--- config.mk ---
export PLATFORM = sky130hd
export DESIGN_NAME = fwd_operand_mux_reg
export DESIGN_NICKNAME = d
export VERILOG_FILES = /design/src/rtl/fwd_pkg.sv /design/src/rtl/fwd_sel_comb.sv /design/src/rtl/fwd_operand_mux_reg.sv
export SDC_FILE = /design/constraint.sdc
export NUM_CORES = 1
export LEC_CHECK = 0
export CAP_MARGIN = 20
export CORE_ASPECT_RATIO = 0.5
export CORE_UTILIZATION = 33
export DETAILED_ROUTE_END_ITERATION = 8
export PLACE_DENSITY = 0.87
export SLEW_MARGIN = 20
export SYNTH_ARGS = -nofsm -noshare
export SYNTH_HDL_FRONTEND = slang
export SYNTH_SLANG_ARGS = --single-unit
--- constraint.sdc ---
create_clock -name clk -period 1.4 [get_ports clk]
set_input_delay 0.14 -clock clk [delete_from_list [all_inputs] [get_ports clk]]
set_output_delay 0.14 -clock clk [all_outputs]
set_load 0.01 [all_outputs]
--- src/rtl/fwd_pkg.sv ---
// Shared definitions for the operand-forwarding select stage.
// Holds the forwarding-select encoding, the error-counter limit and a
// helper that decides whether a select value names an existing source.
package fwd_pkg;

  // Widest select the stage supports: NUM_SRC tops out at 16.
  localparam int FWD_SEL_MAX_W = 4;

  // Encoding of the three classic forwarding sources. Wider
  // configurations simply continue the numbering with extra paths.
  typedef enum logic [FWD_SEL_MAX_W-1:0] {
    FWD_SRC_RF    = 4'd0,
    FWD_SRC_EXMEM = 4'd1,
    FWD_SRC_MEMWB = 4'd2
  } fwd_src_e;

  localparam logic [7:0] ERR_CNT_MAX = 8'd255;

  // True when sel names one of the num_src candidates.
  function automatic logic sel_is_legal(input int unsigned sel,
                                        input int unsigned num_src);
    return sel < num_src;
  endfunction

endpackage

--- src/rtl/fwd_sel_comb.sv ---
// Purely combinational indexed select over NUM_SRC packed candidates.
// An out-of-range select returns zero data and raises sel_illegal; the
// registered stage above decides what to do with that.
module fwd_sel_comb
  import fwd_pkg::*;
#(
  parameter int DATA_W  = 64,
  parameter int NUM_SRC = 3,
  parameter int SEL_W   = $clog2(NUM_SRC)
) (
  input  logic [NUM_SRC*DATA_W-1:0] src_data,
  input  logic [SEL_W-1:0]          sel,
  output logic [DATA_W-1:0]         sel_data,
  output logic                      sel_illegal
);

  // Walk every real source and pick the one matching sel; an unmatched
  // select leaves the zero default, so no X and no out-of-range slice.
  always_comb begin
    // NOTE: every output gets a default before any branch, so no path
    // through this block can leave a signal unassigned and infer a latch.
    sel_data    = '0;
    sel_illegal = !sel_is_legal(32'(sel), NUM_SRC);
    for (int k = 0; k < NUM_SRC; k++) begin
      if (sel == SEL_W'(k)) begin
        sel_data = src_data[k*DATA_W +: DATA_W];
      end
    end
  end

endmodule

--- src/rtl/fwd_operand_mux_reg.sv ---
// Registered N-source operand-forwarding select stage.
// Selects one of NUM_SRC candidates, registers it with stall/flush
// control and tracks illegal selects (sticky flag plus saturating count).
// Optional macro FWD_OPERAND_MUX_ERR_CNT_EN builds the 8-bit error
// counter; without it err_count is tied to zero and sel_err still works.
module fwd_operand_mux_reg
  import fwd_pkg::*;
#(
  parameter  int DATA_W  = 64,
  parameter  int NUM_SRC = 3,
  localparam int SEL_W   = $clog2(NUM_SRC)
) (
  input  logic                      clk,
  input  logic                      reset,
  input  logic [NUM_SRC*DATA_W-1:0] src_data,
  input  logic [SEL_W-1:0]          sel,
  input  logic                      in_valid,
  input  logic                      stall,
  input  logic                      flush,
  output logic [DATA_W-1:0]         out_data,
  output logic                      out_valid,
  output logic                      sel_err,
  output logic [7:0]                err_count
);

  if (NUM_SRC < 2 || NUM_SRC > 16) begin : g_bad_num_src
    $error("fwd_operand_mux_reg: NUM_SRC must be in 2..16");
  end

  logic [DATA_W-1:0] sel_data;
  logic              sel_illegal;

  fwd_sel_comb #(
    .DATA_W  (DATA_W),
    .NUM_SRC (NUM_SRC),
    .SEL_W   (SEL_W)
  ) u_sel (
    .src_data    (src_data),
    .sel         (sel),
    .sel_data    (sel_data),
    .sel_illegal (sel_illegal)
  );

  logic [DATA_W-1:0] out_data_d, out_data_q;
  logic              out_valid_d, out_valid_q;
  logic              sel_err_d, sel_err_q;
  logic              err_hit;

  // Next-state for the data path: flush beats stall beats capture.
  // An illegal select keeps the old data so nothing undefined is captured.
  always_comb begin
    out_data_d  = out_data_q;
    out_valid_d = out_valid_q;
    sel_err_d   = sel_err_q;
    err_hit     = 1'b0;
    if (flush) begin
      out_data_d  = '0;
      out_valid_d = 1'b0;
    end else if (!stall) begin
      out_valid_d = in_valid;
      if (!sel_illegal) begin
        out_data_d = sel_data;
      end else if (in_valid) begin
        sel_err_d = 1'b1;
        err_hit   = 1'b1;
      end
    end
  end

  // Stage register with synchronous reset taking priority over everything.
  always_ff @(posedge clk) begin
    // NOTE: state registers use non-blocking assignment so every flop
    // samples pre-edge values and simulation matches the synthesized logic.
    if (reset) begin
      out_data_q  <= '0;
      out_valid_q <= 1'b0;
      sel_err_q   <= 1'b0;
    end else begin
      out_data_q  <= out_data_d;
      out_valid_q <= out_valid_d;
      sel_err_q   <= sel_err_d;
    end
  end

`ifdef FWD_OPERAND_MUX_ERR_CNT_EN
  logic [7:0] err_cnt_d, err_cnt_q;

  // Count valid illegal captures, sticking at the maximum.
  always_comb begin
    err_cnt_d = err_cnt_q;
    if (err_hit && err_cnt_q != ERR_CNT_MAX) begin
      err_cnt_d = err_cnt_q + 8'd1;
    end
  end

  // Error counter register.
  always_ff @(posedge clk) begin
    if (reset) begin
      err_cnt_q <= '0;
    end else begin
      err_cnt_q <= err_cnt_d;
    end
  end

  assign err_count = err_cnt_q;
`else
  logic unused_err_hit;
  assign unused_err_hit = err_hit;
  assign err_count      = '0;
`endif

  assign out_data  = out_data_q;
  assign out_valid = out_valid_q;
  assign sel_err   = sel_err_q;

endmodule

==> impl_metrics.json <==
{
  "yosysTopAreaCell": "dfxtp_1",
  "grt_pass1_wl_microns": 19100,
  "drv_slew": 0,
  "muxShareOfSynthArea_pct": 21.5,
  "die_w_microns": 145,
  "fin_crit_sh_pct": 97.4,
  "seq_area_frac_synth_pct": 39.4,
  "rsz0062_at_grt": "false",
  "fmax_mhz": 733,
  "switching_share_pct": 23.0,
  "synth.distinct_cells": 17,
  "worst_setup_path_end_kind": "primary output",
  "dieArea_sq_um": 10600,
  "maxCapViolations": 0,
  "drt-total-wl_microns": 13000,
  "n_antenna_cell": 0,
  "die_h_microns": 73.3,
  "clkPwrFrac_pct": 39.3,
  "num_rows": 25,
  "start_util_pct": 34.7,
  "top_level_ports": 273,
  "drc": 0,
  "grt_max_degree": 36,
  "netlist.area_leader.share_pct": 39.4,
  "portBuffers": 264,
  "cts_setup_buffers": 0,
  "via_per_inst": 4.96,
  "holdWs_ns": 0.358,
  "cts.sinks": 66,
  "htree_levels": 3,
  "path_clk_slew_ns": 0.05,
  "postSynthAreaPerCell_sq_um": 8.95,
  "grt.overflow.total": 0,
  "synth_warnings": 0,
  "hold_violations": 0,
  "drive_above_1_share_pct": 16.7,
  "hold_depth": 2,
  "track_usage_pct": 23.9,
  "synthCells": 375,
  "hpwl_microns": 10300,
  "synth-seq-cells": 66,
  "critical_path.startpoint_type": "register",
  "path_buf_inv": 1,
  "core_area_sq_um": 9670,
  "startpoint": "out_data[13]",
  "place.gp.congestion": 0.848,
  "clk_latency_ns": 0.32,
  "r2r-start": "out_data[25]",
  "min_from": "reset",
  "critPathSlowestCell": "clkdlybuf4s50_1",
  "grt_pass1_vias": 3762,
  "synth_area_sq_um": 3350,
  "wire_per_inst_microns": 16.7,
  "antenna_found_initial": 0,
  "nets": 836,
  "power.leakage_nw": 2.55,
  "path_cells": "clkdlybuf4s50_1",
  "drt_iter0_drc": 117,
  "final.min_clock_period_ns": 1.36,
  "ir_drop_mv": 0.795,
  "cts-root-buf": "clkbuf_16",
  "worst_hold_path_type": "primary input to register",
  "placed_cell_area_sq_um": 6170,
  "cts_tree": "built",
  "ys_top_cells_by_area": "dfxtp_1 (39%), mux2_2 (21%), o22ai_1 (12%), nor3_1 (9.5%), nor2_1 (7.4%)",
  "cpPeakStageDelay_ns": 0.55,
  "power.internal_mw": 4.36,
  "arrival_ns": 1.22,
  "cp_num_cells": 1,
  "synth_xor_area_share_pct": 0,
  "numCtsBuffers": 9,
  "setup_viol": 0,
  "crit_type": "register to primary output",
  "yosys.area_share.adder_pct": 0,
  "power.density_nw_per_um2": 869,
  "status": "completed",
  "final_core_utilization_pct": 67.4,
  "cts_hold_buffers": 0,
  "synth-simple-area-share_pct": 17.8,
  "clockBufferDepth": 2,
  "finClkSkew_ns": 0,
  "vias": 3856,
  "synth_compound_area_share_pct": 12.8,
  "required_ns": 1.26,
  "seq_power_share_pct": 35.5,
  "firstDrtPassIters": 4,
  "antenna_left": 0,
  "crit_path_max_fanout": 2,
  "p_switching_mw": 1.30,
  "critPathTopFamily": "buffers and inverters",
  "synth_top_family_by_area": "multiplexers",
  "reg2regPathDepth": 2,
  "area_growth_pct": 94.1,
  "fin_area_sq_um": 6510,
  "comb_power_share_pct": 25.1
}
## cells in the mapped netlist
cell,count
nor3_1,64
inv_1,1
a21oi_4,1
o22ai_1,64
nor2b_1,1
clkbuf_1,6
or2_2,2
buf_2,16
conb_1,1
dfxtp_1,66
or3b_1,1
a21oi_1,1
nor2_1,66
buf_6,7
a41oi_1,1
mux2_2,64
buf_4,13
## per-stage QoR
| stage | total power [mW] | instances | setup slack (ns) | setup TNS (ns) |
|---|---|---|---|---|
| 2_1_floorplan | 2.61 | 382 | 0.293 | 0 |
| 3_3_place_gp | 3.43 | 761 | -0.326 | -17.49 |
| 3_5_place_dp | 3.46 | 761 | -0.369 | -19.10 |
| 4_1_cts | 5.71 | 777 | 0.00202 | 0 |
| 5_1_grt | 5.92 | 777 | 0.00348 | 0 |
| 6_report | 5.66 | 777 | 0.0359 | 0 |
## kinds of logic after synthesis
logic type	Yosys count
AO/OA/AOI/OAI	67
multiplexers	64
AND/OR/NAND/NOR	134
buffers and inverters	43
other	1
flip-flops	66
## power by group through the flow
stage	logic (mW)	clock network, mW	registers, mW
after CTS	1.42	2.28	2.01
after floorplan	0.525	0	2.08
after global placement	1.39	0	2.04
final	1.42	2.23	2.01
after global routing	1.52	2.39	2.02
after detailed placement	1.41	0	2.05
## cell usage in the layout, fill, tap and decap left out
master and n:
nor2b_1 1, or2_4 1, dlymetal6s2s_1 8, buf_12 8, dlygate4sd2_1 3, dfxtp_1 66
clkdlybuf4s50_1 252, nor3_1 64, clkbuf_8 2, nor2_1 66, clkinv_2 3, buf_8 1
a21oi_1 1, bufinv_16 1, clkbuf_16 9, or2_2 1, o22ai_1 64, clkinvlp_4 1
conb_1 8, or3b_4 1, mux2_2 64, a21oi_4 1, buf_6 1, buf_2 1
a41oi_1 1, buf_4 12, inv_1 1
## cell type report
| cell class | count | area (sq um) |
|---|---|---|
| Clock buffer | 11 | 253 |
| Clock inverter | 5 | 52.6 |
| Fill cell | 763 | 3150 |
| Inverter | 1 | 3.75 |
| Multi-Input combinational cell | 273 | 1780 |
| Sequential cell | 66 | 1320 |
| Tap cell | 135 | 169 |
| Timing Repair Buffer | 286 | 2930 |
## final timing paths
kind | to | slack (ns)
min reg2reg | sel_err | 0.47
max | out_data[13] | 0.04
max reg2reg | out_data[25] | 0.65
min | sel_err | 0.36
## sequential cells by signal, indices dropped and copies added, names as in the netlist
name,count
out_valid,1
sel_err,1
out_data,64
## routing by layer
| layer | global-route usage [%] | up-vias | part of all wire (%) |
|---|---|---|---|
| li1 | - | 1875 | - |
| met1 | 28.0 | 1842 | 40 |
| met2 | 42.6 | 108 | 53 |
| met3 | 5.61 | 31 | 4.1 |
| met4 | 9.47 | 0 | 2.8 |
| met5 | 0 | - | 0 |
## repair_timing
| item | in CTS | in global routing |
|---|---|---|
| pin swaps | 0 | 0 |
| endpoints found under the setup margin | 31 | 39 |
| gates resized for setup | 4 | 12 |
(Power assumes the default switching activity.)
